[config.mk]
export PLATFORM = sky130hd
export DESIGN_NAME = timer_core
export DESIGN_NICKNAME = d
export VERILOG_FILES = /design/src/rtl/timer_pkg.sv /design/src/rtl/timer_downcounter.sv /design/src/rtl/timer_core.sv
export SDC_FILE = /design/constraint.sdc
export NUM_CORES = 1
export LEC_CHECK = 0
export ABC_AREA = 1
export BUFFER_PORTS_ARGS = -buffer_cell sky130_fd_sc_hd__clkbuf_2
export CAP_MARGIN = 20
export CELL_PAD_IN_SITES_DETAIL_PLACEMENT = 1
export CELL_PAD_IN_SITES_GLOBAL_PLACEMENT = 2
export CORE_MARGIN = 2
export CORE_UTILIZATION = 36
export CTS_BUF_LIST = sky130_fd_sc_hd__clkbuf_16
export CTS_CLUSTER_DIAMETER = 80
export DETAILED_ROUTE_END_ITERATION = 10
export HOLD_SLACK_MARGIN = 0.1
export PLACE_DENSITY_LB_ADDON = 0.1
export SLEW_MARGIN = 40
export SYNTH_ARGS = -nofsm -noshare
export SYNTH_HDL_FRONTEND = slang
export SYNTH_SLANG_ARGS = --single-unit
[constraint.sdc]
create_clock -name clk -period 3.21 [get_ports clk]
set_input_delay 0.642 -clock clk [delete_from_list [all_inputs] [get_ports clk]]
set_output_delay 0.642 -clock clk [all_outputs]
set_load 0.02 [all_outputs]
[src/rtl/timer_pkg.sv]
// ============================================================================
//  timer_pkg : shared types, unit constants and tick computation for timer_core
//  Revision  : 1.0
// ============================================================================
`default_nettype none

package timer_pkg;

  typedef enum logic [0:0] {
    IDLE    = 1'b0,
    RUNNING = 1'b1
  } timer_state_t;

  localparam longint unsigned UNIT_NS_NS = 64'd1;
  localparam longint unsigned UNIT_NS_US = 64'd1_000;
  localparam longint unsigned UNIT_NS_MS = 64'd1_000_000;
  localparam longint unsigned UNIT_NS_S  = 64'd1_000_000_000;

  // Unit strings arrive zero-extended to 32 bits; an unknown unit maps to 0.
  function automatic longint unsigned unit_ns(input logic [31:0] unit);
    case (unit)
      32'("ns"): unit_ns = UNIT_NS_NS;
      32'("us"): unit_ns = UNIT_NS_US;
      32'("ms"): unit_ns = UNIT_NS_MS;
      32'("s"):  unit_ns = UNIT_NS_S;
      default:   unit_ns = 64'd0;
    endcase
  endfunction

  function automatic longint unsigned calc_ticks(input longint unsigned clk_ns,
                                                 input longint unsigned period,
                                                 input logic [31:0]     unit);
    longint unsigned ticks;
    ticks = (period * unit_ns(unit)) / clk_ns;
    if (ticks < 64'd1) ticks = 64'd1;
    return ticks;
  endfunction

endpackage

`default_nettype wire

[src/rtl/timer_downcounter.sv]
// ============================================================================
//  timer_downcounter : loadable, enable-qualified down-counter that holds at 0
//  Revision          : 1.0
// ============================================================================
`default_nettype none

module timer_downcounter #(
  parameter int WIDTH = 8
) (
  input  logic             clk,
  input  logic             reset,
  input  logic             en,
  input  logic             load,
  input  logic [WIDTH-1:0] load_val,
  output logic             zero
);

  logic [WIDTH-1:0] r_count;

  always_ff @(posedge clk) begin
    if (reset) begin
      r_count <= '0;
    end else if (load) begin
      r_count <= load_val;
    end else if (en && (r_count != '0)) begin
      r_count <= r_count - 1'b1;
    end
  end

  assign zero = (r_count == '0);

endmodule

`default_nettype wire

[src/rtl/timer_core.sv]
// ============================================================================
//  timer_core : one-shot interval timer with registered done pulse and busy.
//  Optional macro TIMER_AUTORELOAD_EN turns it into a periodic timer.
//  Revision   : 1.0
// ============================================================================
`default_nettype none

module timer_core
  import timer_pkg::*;
#(
  parameter int CLK_PERIOD_ns     = 20,
  parameter int TIMER_PERIOD_ms   = 30,
  parameter     TIMER_PERIOD_TYPE = "ms"
) (
  input  logic clk,
  input  logic reset,
  input  logic enable,
  input  logic start,
  output logic done,
  output logic busy
);

  localparam logic [31:0]     C_UNIT   = 32'(TIMER_PERIOD_TYPE);
  localparam longint unsigned C_N      = calc_ticks(64'(CLK_PERIOD_ns), 64'(TIMER_PERIOD_ms), C_UNIT);
  localparam int              C_CW     = $clog2(C_N + 1);
  localparam logic [C_CW-1:0] C_RELOAD = C_CW'(C_N - 1);

  if (unit_ns(C_UNIT) == 64'd0) begin : g_bad_unit
    $error("timer_core: TIMER_PERIOD_TYPE must be \"ns\", \"us\", \"ms\" or \"s\"");
  end

  timer_state_t r_state;
  timer_state_t w_next_state;
  logic         w_load;
  logic         w_done_next;
  logic         w_zero;

  timer_downcounter #(
    .WIDTH (C_CW)
  ) u_counter (
    .clk      (clk),
    .reset    (reset),
    .en       (enable && (r_state == RUNNING)),
    .load     (w_load),
    .load_val (C_RELOAD),
    .zero     (w_zero)
  );

  // A start seen while running always reloads, even on the expiry cycle.
  always_comb begin
    w_next_state = r_state;
    w_load       = 1'b0;
    w_done_next  = 1'b0;
    if (enable) begin
      case (r_state)
        IDLE: begin
          if (start) begin
            w_load       = 1'b1;
            w_next_state = RUNNING;
          end
        end
        RUNNING: begin
          if (start) begin
            w_load = 1'b1;
          end else if (w_zero) begin
            w_done_next = 1'b1;
`ifdef TIMER_AUTORELOAD_EN
            w_load       = 1'b1;
`else
            w_next_state = IDLE;
`endif
          end
        end
        default: w_next_state = IDLE;
      endcase
    end
  end

  always_ff @(posedge clk) begin
    if (reset) begin
      r_state <= IDLE;
      done    <= 1'b0;
      busy    <= 1'b0;
    end else begin
      r_state <= w_next_state;
      done    <= w_done_next;
      busy    <= (w_next_state == RUNNING);
    end
  end

endmodule

`default_nettype wire

### Word level (Yosys, flattened, before mapping)

Cells that the tools add are included.
Widths: inputs -> output; s select.

| word-level totals | value |
|---|---|
| output and inout bits | 2 |
| word-level logic and storage cells | 22 |
| input port bits | 4 |
| register bits after elaboration | 23 |

| cells by class | value |
|---|---|
| reduce and logical (&&, ||, !) cells | 7 |
| add/subtract/negate cells | 1 |
| bitwise operators | 2 |
| multiplexer cells | 8 |

Operators with widths:

| operator | count |
|---|---|
| $mux 21 | 2 |
| $logic_not 21->1 | 1 |
| $reduce_bool 21->1 | 1 |
| $sub 21x1->21 const B | 1 |
| $mux 1 | 5 |
| $reduce_or 4->1 | 1 |
| $logic_and 1x1->1 | 2 |
| $not 1->1 | 2 |
| $pmux 1 s2 | 1 |
| $reduce_bool 2->1 | 1 |
| $reduce_or 2->1 | 1 |

### Longest topological paths before layout

Gate-level depths: netlist of the first run.

| logic depth | value |
|---|---|
| depth after elaboration | 4 |
| gate-level depth with buffers | 11 |
| gate-level depth less buffers | 11 |

### By module

From an unflattened synthesis of the first run, not the netlist that was laid out.

| second synthesis, totals | value |
|---|---|
| cell total of the unflattened synthesis | 302 |
| area total of the unflattened synthesis | 1762.9 µm² |

Modules (own cells, without submodules):

| module | times used | sequential area each (µm²) | cells an instance | area an instance (µm²) |
|---|---|---|---|---|
| timer_downcounter | 1 | 420.4 | 284 | 1656.6 |
| timer_core | 1 | 40.0 | 18 | 106.4 |

### Least setup slack after synthesis of the first run

OpenSTA, ideal clock, no wires.

| timing | value |
|---|---|
| path kind | reg2reg |
| from | register u_counter.r_count[0] |
| to | register u_counter.r_count[20] |
| period minus slack after synthesis | 1.471 ns |
| setup time | 0.110 ns |
| arrival time | 1.362 ns |
| buffers on the path | 0 |
| path slack | 1.739 ns |
| cell stages (with the launch flop) | 12 |
| required time | 3.100 ns |
| cells stage by stage | dfxtp_1 inv_1 ha_1 nand2_1 nor2_2 nand2_1 nor2_1 nand3_1 nand2_1 nand3_1 nand2_1 inv_1 |

| between the ends | value |
|---|---|
| cells in the longest elaborated chain, start to end | 3 |
| elaborated cells between the ends (all ways) | 6 |
| classes of those cells | add/sub (1); mux (2); reduce/logical (3) |

RTL lines:

| element | line | text |
|---|---|---|
| start, declared | timer_downcounter.sv:18 | `logic [WIDTH-1:0] r_count;` |
| start signal, assigned | timer_downcounter.sv:24 | `r_count <= load_val;` |
| start signal, assigned | timer_downcounter.sv:26 | `r_count <= r_count - 1'b1;` |
| $sub 21x1->21 or $reduce_bool 21->1 (tied branches) | timer_downcounter.sv:26, timer_downcounter.sv:25 |  |
| $mux 21 or $logic_and 1x1->1 (tied branches) | timer_downcounter.sv:25 | `end else if (en && (r_count != '0)) begin` |
| $mux 21 or $reduce_bool 2->1 (tied branches) | - |  |

Parallel ways exist; a longest one is shown, timed or not. The select of a mux whose other input is x is not followed.
A chain may end at the register's enable or synchronous reset.

### Final worst setup path of the first run

Ends and elaborated chain as after synthesis.

==> metrics.txt, run 1 <==
outcome=finished clean; max-cap viol count=0; io pins=6; largest net degree at the start of global routing=22; slew margin rel.=54.7%; Final GP Congestion=0.919; type of the tightest min-delay check=reg -> reg; ys async rst share=0%; core area=between 0.003 and 0.004 mm^2; HPWL after DPL=3130 um; Residual DRC=0; # port buffers=5; EDFF count, synth=0; Worst setup EP type=flip-flop; clock skew=about 0.0056 ns; Fill cells=528; Mapped Avg Cell Area=6.48 um^2; GRT Total Usage=roughly a fifth; total CTS buffers=3; CTS root buf=clkbuf_16; crit path kind=reg -> reg; unrepaired setup endpoints after global routing=false; commonest non-fill, non-tap cells in the layout=nand2_1 (50), inv_1 (34), nor2_1 (31), dfxtp_1 (23), nand3_1 (22); vias per cell=5.04; first-pass GRT wire length=around 6900 um; post-CTS setup buffers=0; setup TNS=0 ns; # resized after CTS=0; Clock Sinks=23; Slew Viols, Final=0; Top Layer Used=met4; VDD IR max=186 uV; post-synthesis sequential area ratio=between 30% and 40%; Layout area overhead=7.69%; Layout Nets=~240; fmax=~540 MHz; Tightest Pin Transition=around 0.68 ns; Met3 Wirelength=43 um; Clock transition at path regs=approximately 0.06 ns; leak pwr=0.742 nW; arrival time worst endpoint=just over 2 ns; GRT overflow=0; final period utilization=58.0%; Warnings, synthesis=0; crit start category=flip-flop; cell row count=23; DR iter-0 viols=80; antenna violations before repair=0; antenna-violating nets left=0; Met1 Routed Length=just under 2000 um; DIE AREA=0.00459 mm^2; placed insts=274; crit path max fanout=6; Die Span X=67.8 um; synth unique cells=28; Multi-input gate area=around 820 um^2; Final Setup Violations=0; number of global-route vias before repair=about 1.5k; share of layout cells above drive strength 1=9.65%; Syn Inst Count=226; final worst path period need=1.86 ns; ys flop type=dfxtp_1; TritonCTS clock tree=built; Starting Density=37.1%; worst-case clock buffer depth=2; H-tree levels=1; Power Density=502 mW/mm^2; CP Data Required Time=3.36 ns; Ant. Diodes=0; via count=~1.4k; commonest non-fill, non-tap cell in the layout=nand2_1; flops & latches, synth=23; post-route insts no fill=~280; Post-Route WL=roughly 4000 um; clock latency on the worst-skew pair=0.26 ns; Fin. Hold Viols=0; Sequential cell area=about 460 um^2; met2 wire length=~1900 um; Post-CTS Hold Buffers=0; WL per Instance=roughly 14 um; die height=between 60 and 70 um; Pre-antenna DRT Iters=4; Synth Cell Area=between 0.001 and 0.0015 mm^2; Syn Nets=232
[flip-flops by register name (all words and copies together) (netlist names)]
signal / count
r_state: 1
u_counter.r_count: 21
done: 1
[where the power goes]
group          switching, W  internal (W)
sequential        0.0000192      0.000303
combinational      0.000132     0.0000638
clock              0.000105      0.000168
total              0.000257      0.000534
[cell usage after synthesis, drive strengths merged (2+ instances only)]
cell type   n  area share, %
o21ai       9            3.1
dfxtp      23             31
ha          2            1.7
a21oi      11            3.8
nand4       9            3.8
xnor2       4            2.4
a31oi       2           0.85
inv        35            9.0
nand2      53             15
nor2       39             12
xor2        5            3.0
buf         6            3.5
nand3      23            8.7
[cell type report]
| type | instances | area share (%) |
|---|---|---|
| multi-input cells | 161 | 51.8 |
| well taps | 50 | 3.97 |
| clock buffers | 3 | 4.76 |
| clock inverters | 1 | 0.317 |
| inverters | 35 | 8.33 |
| flip-flops and latches | 23 | 29.2 |
| repair buffers | 5 | 1.59 |
[metal layers]
layer | vias to the layer above | GRT usage, %
met1 | 664 | 27.5
met5 | - | 0
met3 | 7 | 1.50
li1 | 715 | -
met4 | 0 | 7.25
met2 | 14 | 34.3
[through the flow]
step / worst slack (ns) / util [%] / power (W) / area, um^2 / hold slack (ns)
after floorplan: 1.74 / - / 0.000479 / 1460 / 0.456
after global placement: 1.33 / 38.0 / 0.000518 / 1500 / 0.472
after detailed placement: 1.26 / 38.0 / 0.000526 / 1500 / 0.485
after CTS: 1.34 / 40.0 / 0.000803 / 1580 / 0.495
after global routing: 1.11 / 40.0 / 0.000849 / 1580 / 0.520
final: 1.35 / 40.0 / 0.000791 / 1580 / 0.493
[logic make-up (layout without fill, tap and decap cells)]
| family | after synthesis | count (layout) | share of synthesized area (%) |
|---|---|---|---|
| AO/OA/AOI/OAI | 23 | 23 | 8.20 |
| XOR/XNOR | 9 | 9 | 5.38 |
| AND/OR/NAND/NOR | 127 | 127 | 40.5 |
| adder cells (fa/ha/maj) | 2 | 2 | 1.71 |
| buffers and inverters | 42 | 44 | 12.7 |
| flip-flops | 23 | 23 | 31.5 |
[critical path, cell delays in order, from the launching register on]
cell and delay [ns]:
dfxtp_1 0.31, inv_1 0.12, ha_1 0.33, nand2_1 0.15, nor2_2 0.28, nand2_1 0.09, nor2_1 0.14, nand3_1 0.08
nand2_1 0.08, nand3_1 0.06, nand2_1 0.08, inv_1 0.04
[worst paths after layout]
kind | startpoint | cells past startpoint | slack, ns | endpoint
setup / recovery | u_counter.r_count[0] | 11 | 1.35 | u_counter.r_count[20]
hold / removal | u_counter.r_count[0] | 2 | 0.49 | u_counter.r_count[0]
setup reg to reg | u_counter.r_count[0] | 11 | 1.35 | u_counter.r_count[20]
hold reg to reg | u_counter.r_count[0] | 2 | 0.49 | u_counter.r_count[0]
No activity file was read; power rests on OpenSTA's default activity.
==> run 2, diff against run 1 <==
--- a/config.mk
+++ b/config.mk
@@ -11,7 +11,7 @@
 export CELL_PAD_IN_SITES_DETAIL_PLACEMENT = 1
 export CELL_PAD_IN_SITES_GLOBAL_PLACEMENT = 2
 export CORE_MARGIN = 2
-export CORE_UTILIZATION = 36
+export CORE_UTILIZATION = 33
 export CTS_BUF_LIST = sky130_fd_sc_hd__clkbuf_16
 export CTS_CLUSTER_DIAMETER = 80
 export DETAILED_ROUTE_END_ITERATION = 10
==> constraint.sdc (replaced) <==
create_clock -name clk -period 2 [get_ports clk]
set_input_delay 0.4 -clock clk [delete_from_list [all_inputs] [get_ports clk]]
set_output_delay 0.4 -clock clk [all_outputs]
set_load 0.02 [all_outputs]
==> run 2 against run 1 <==
Net effect:
- design area rose by 2.9%
- combinational power is 68% higher
- flip-flop and latch count unchanged
- maximum frequency rose by 1.8%
- count of clock-buffer cells in the layout unchanged
- setup slack worse by 1.2 ns
- critical path depth is 1 lower
- final cell count is 2.5% higher
- register-to-register slack got worse by 1.2 ns
- non-clock buffer count increased by 5
- core utilization down 2.5 points
- clock power increased by 64%
- largest power group unchanged
==> metrics.txt, run 2 (synthesized netlist as in run 1, its figures left out) <==
antenna-violating nets left=0; Min-Delay Startpoint=start; GRT Total Usage=18.2%; reg-to-reg critical path endpoint=u_counter.r_count[18]; Clock Sinks=23; Layout Nets=240; max-cap viol count=0; reg2reg start=u_counter.r_count[7]; Final Cell Area=0.00162 mm^2; crit start category=flip-flop; CP Data Required Time=2.17 ns; commonest non-fill, non-tap cell in the layout=nand2_1; Post-Route WL=4130 um; Slew Viols, Final=0; HPWL after DPL=roughly 3200 um; GRT overflow=0; Top Registers=u_counter.r_count x21, done x1, r_state x1; commonest non-fill, non-tap cells in the layout=nand2_1 (50), inv_1 (34), nor2_1 (31), dfxtp_1 (23), nand3_1 (22); Ant. Diodes=0; leak pwr=between 0.7 and 0.8 nW; type of the tightest min-delay check=in -> reg; via count=1421; antenna violations before repair=0; Multi-input gate area=822 um^2; DIE AREA=0.00499 mm^2; Die Span X=just over 70 um; first-pass GRT wire length=7160 um; Power Density=797 mW/mm^2; Post-CTS Hold Buffers=0; Worst setup EP type=flip-flop; Final Setup Violations=0; CTS root buf=clkbuf_16; die height=just over 70 um; Residual DRC=0; WL per Instance=14.5 um; core area=0.00432 mm^2; worst-case clock buffer depth=2; VDD IR max=~420 uV; DR iter-0 viols=44; Hold Crit Endpoint=done; fmax=around 550 MHz; crit path kind=reg -> reg; r2r setup slk=0.17 ns; largest net degree at the start of global routing=22; cell row count=24; max FFs per register=21; Fill cells=593; share of layout cells above drive strength 1=11.6%; TritonCTS clock tree=built; most flop-heavy register=u_counter.r_count; final worst path period need=1.83 ns; worst r2r path cells=10; outcome=finished clean; clock skew=about 0.006 ns; # port buffers=5; Clock transition at path regs=0.07 ns; total CTS buffers=3; Final GP Congestion=approximately 0.84; H-tree levels=1; crit path max fanout=21; io pins=6; setup TNS=0 ns; arrival time worst endpoint=a little under 2 ns; slew margin rel.=77.2%; Fin. Hold Viols=0; clock latency on the worst-skew pair=0.26 ns; Tightest Pin Transition=0.341 ns; Worst Hold Depth=2; Sequential cell area=460 um^2; vias per cell=4.99; final period utilization=roughly 90%; Layout area overhead=10.8%; DP Area=0.00154 mm^2; number of global-route vias before repair=between 1k and 1.5k; Starting Density=between 30 and 40%; Pre-antenna DRT Iters=4
-- run 2: cell types whose count changed in the layout (fill, tap and decap cells not counted), sizes merged --
cell / before / now
buf: 0 / 5
-- run 2: worst max path at each step --
stage	startpoint	end	slack (ns)	depth (start not counted)
after floorplan	u_counter.r_count[0]	u_counter.r_count[20]	0.53	11
after global placement	u_counter.r_count[7]	u_counter.r_count[18]	0.15	10
after detailed placement	u_counter.r_count[7]	u_counter.r_count[18]	0.13	10
after CTS	u_counter.r_count[7]	u_counter.r_count[18]	0.14	10
after global routing	u_counter.r_count[7]	u_counter.r_count[18]	-0.001	10
final	u_counter.r_count[7]	u_counter.r_count[18]	0.17	10
-- run 2: per-stage QoR --
| step | utilization, % | setup WS (ns) | total power (W) | hold WS [ns] | cells |
|---|---|---|---|---|---|
| global route | 37.5 | -0.00125 | 0.00138 | 0.322 | 285 |
| floorplan | - | 0.529 | 0.000769 | 0.456 | 226 |
| detailed placement | 35.5 | 0.131 | 0.000855 | 0.497 | 281 |
| CTS | 37.4 | 0.139 | 0.00131 | 0.322 | 285 |
| finish | 37.5 | 0.171 | 0.00129 | 0.317 | 285 |
| global placement | 35.5 | 0.151 | 0.000850 | 0.483 | 281 |
-- run 2: what timing repair did --
item,4_1_cts,5_1_grt
setup endpoints to repair,0,1
gates resized for setup,0,1
buffers inserted,0,0
-- run 2: layout make-up --
cell class | count | share of cell area (%)
Timing Repair Buffer | 10 | 3.86
Multi-Input combinational cell | 161 | 50.7
Sequential cell | 23 | 28.4
Tap cell | 52 | 4.01
Clock inverter | 1 | 0.309
Inverter | 35 | 8.10
Clock buffer | 3 | 4.63
-- run 2: worst max-delay path: stages (launching register included) --
cell	delay, ns
dfxtp_1	0.37
nor2_1	0.20
nand2_1	0.15
nor2_2	0.17
nand3_4	0.18
nand2_4	0.26
inv_2	0.14
nand3_1	0.09
nand3_1	0.06
nand2_1	0.06
inv_1	0.04
-- run 2: report_power, final --
part | switching, W | leakage [nW] | internal [W] | total [W]
Clock | 0.000179 | 0.0409 | 0.000270 | 0.000449
Combinational | 0.000216 | 0.538 | 0.000114 | 0.000330
Sequential | 0.0000282 | 0.189 | 0.000485 | 0.000514
-- run 2: layer usage --
| layer | up-vias | GRT usage [%] | wire length (um) |
|---|---|---|---|
| met5 | - | 0 | 0 |
| met4 | 0 | 5.66 | 57 |
| met3 | 5 | 2.28 | 83 |
| met2 | 13 | 30.6 | 2010 |
| met1 | 674 | 24.5 | 1980 |
| li1 | 729 | - | - |
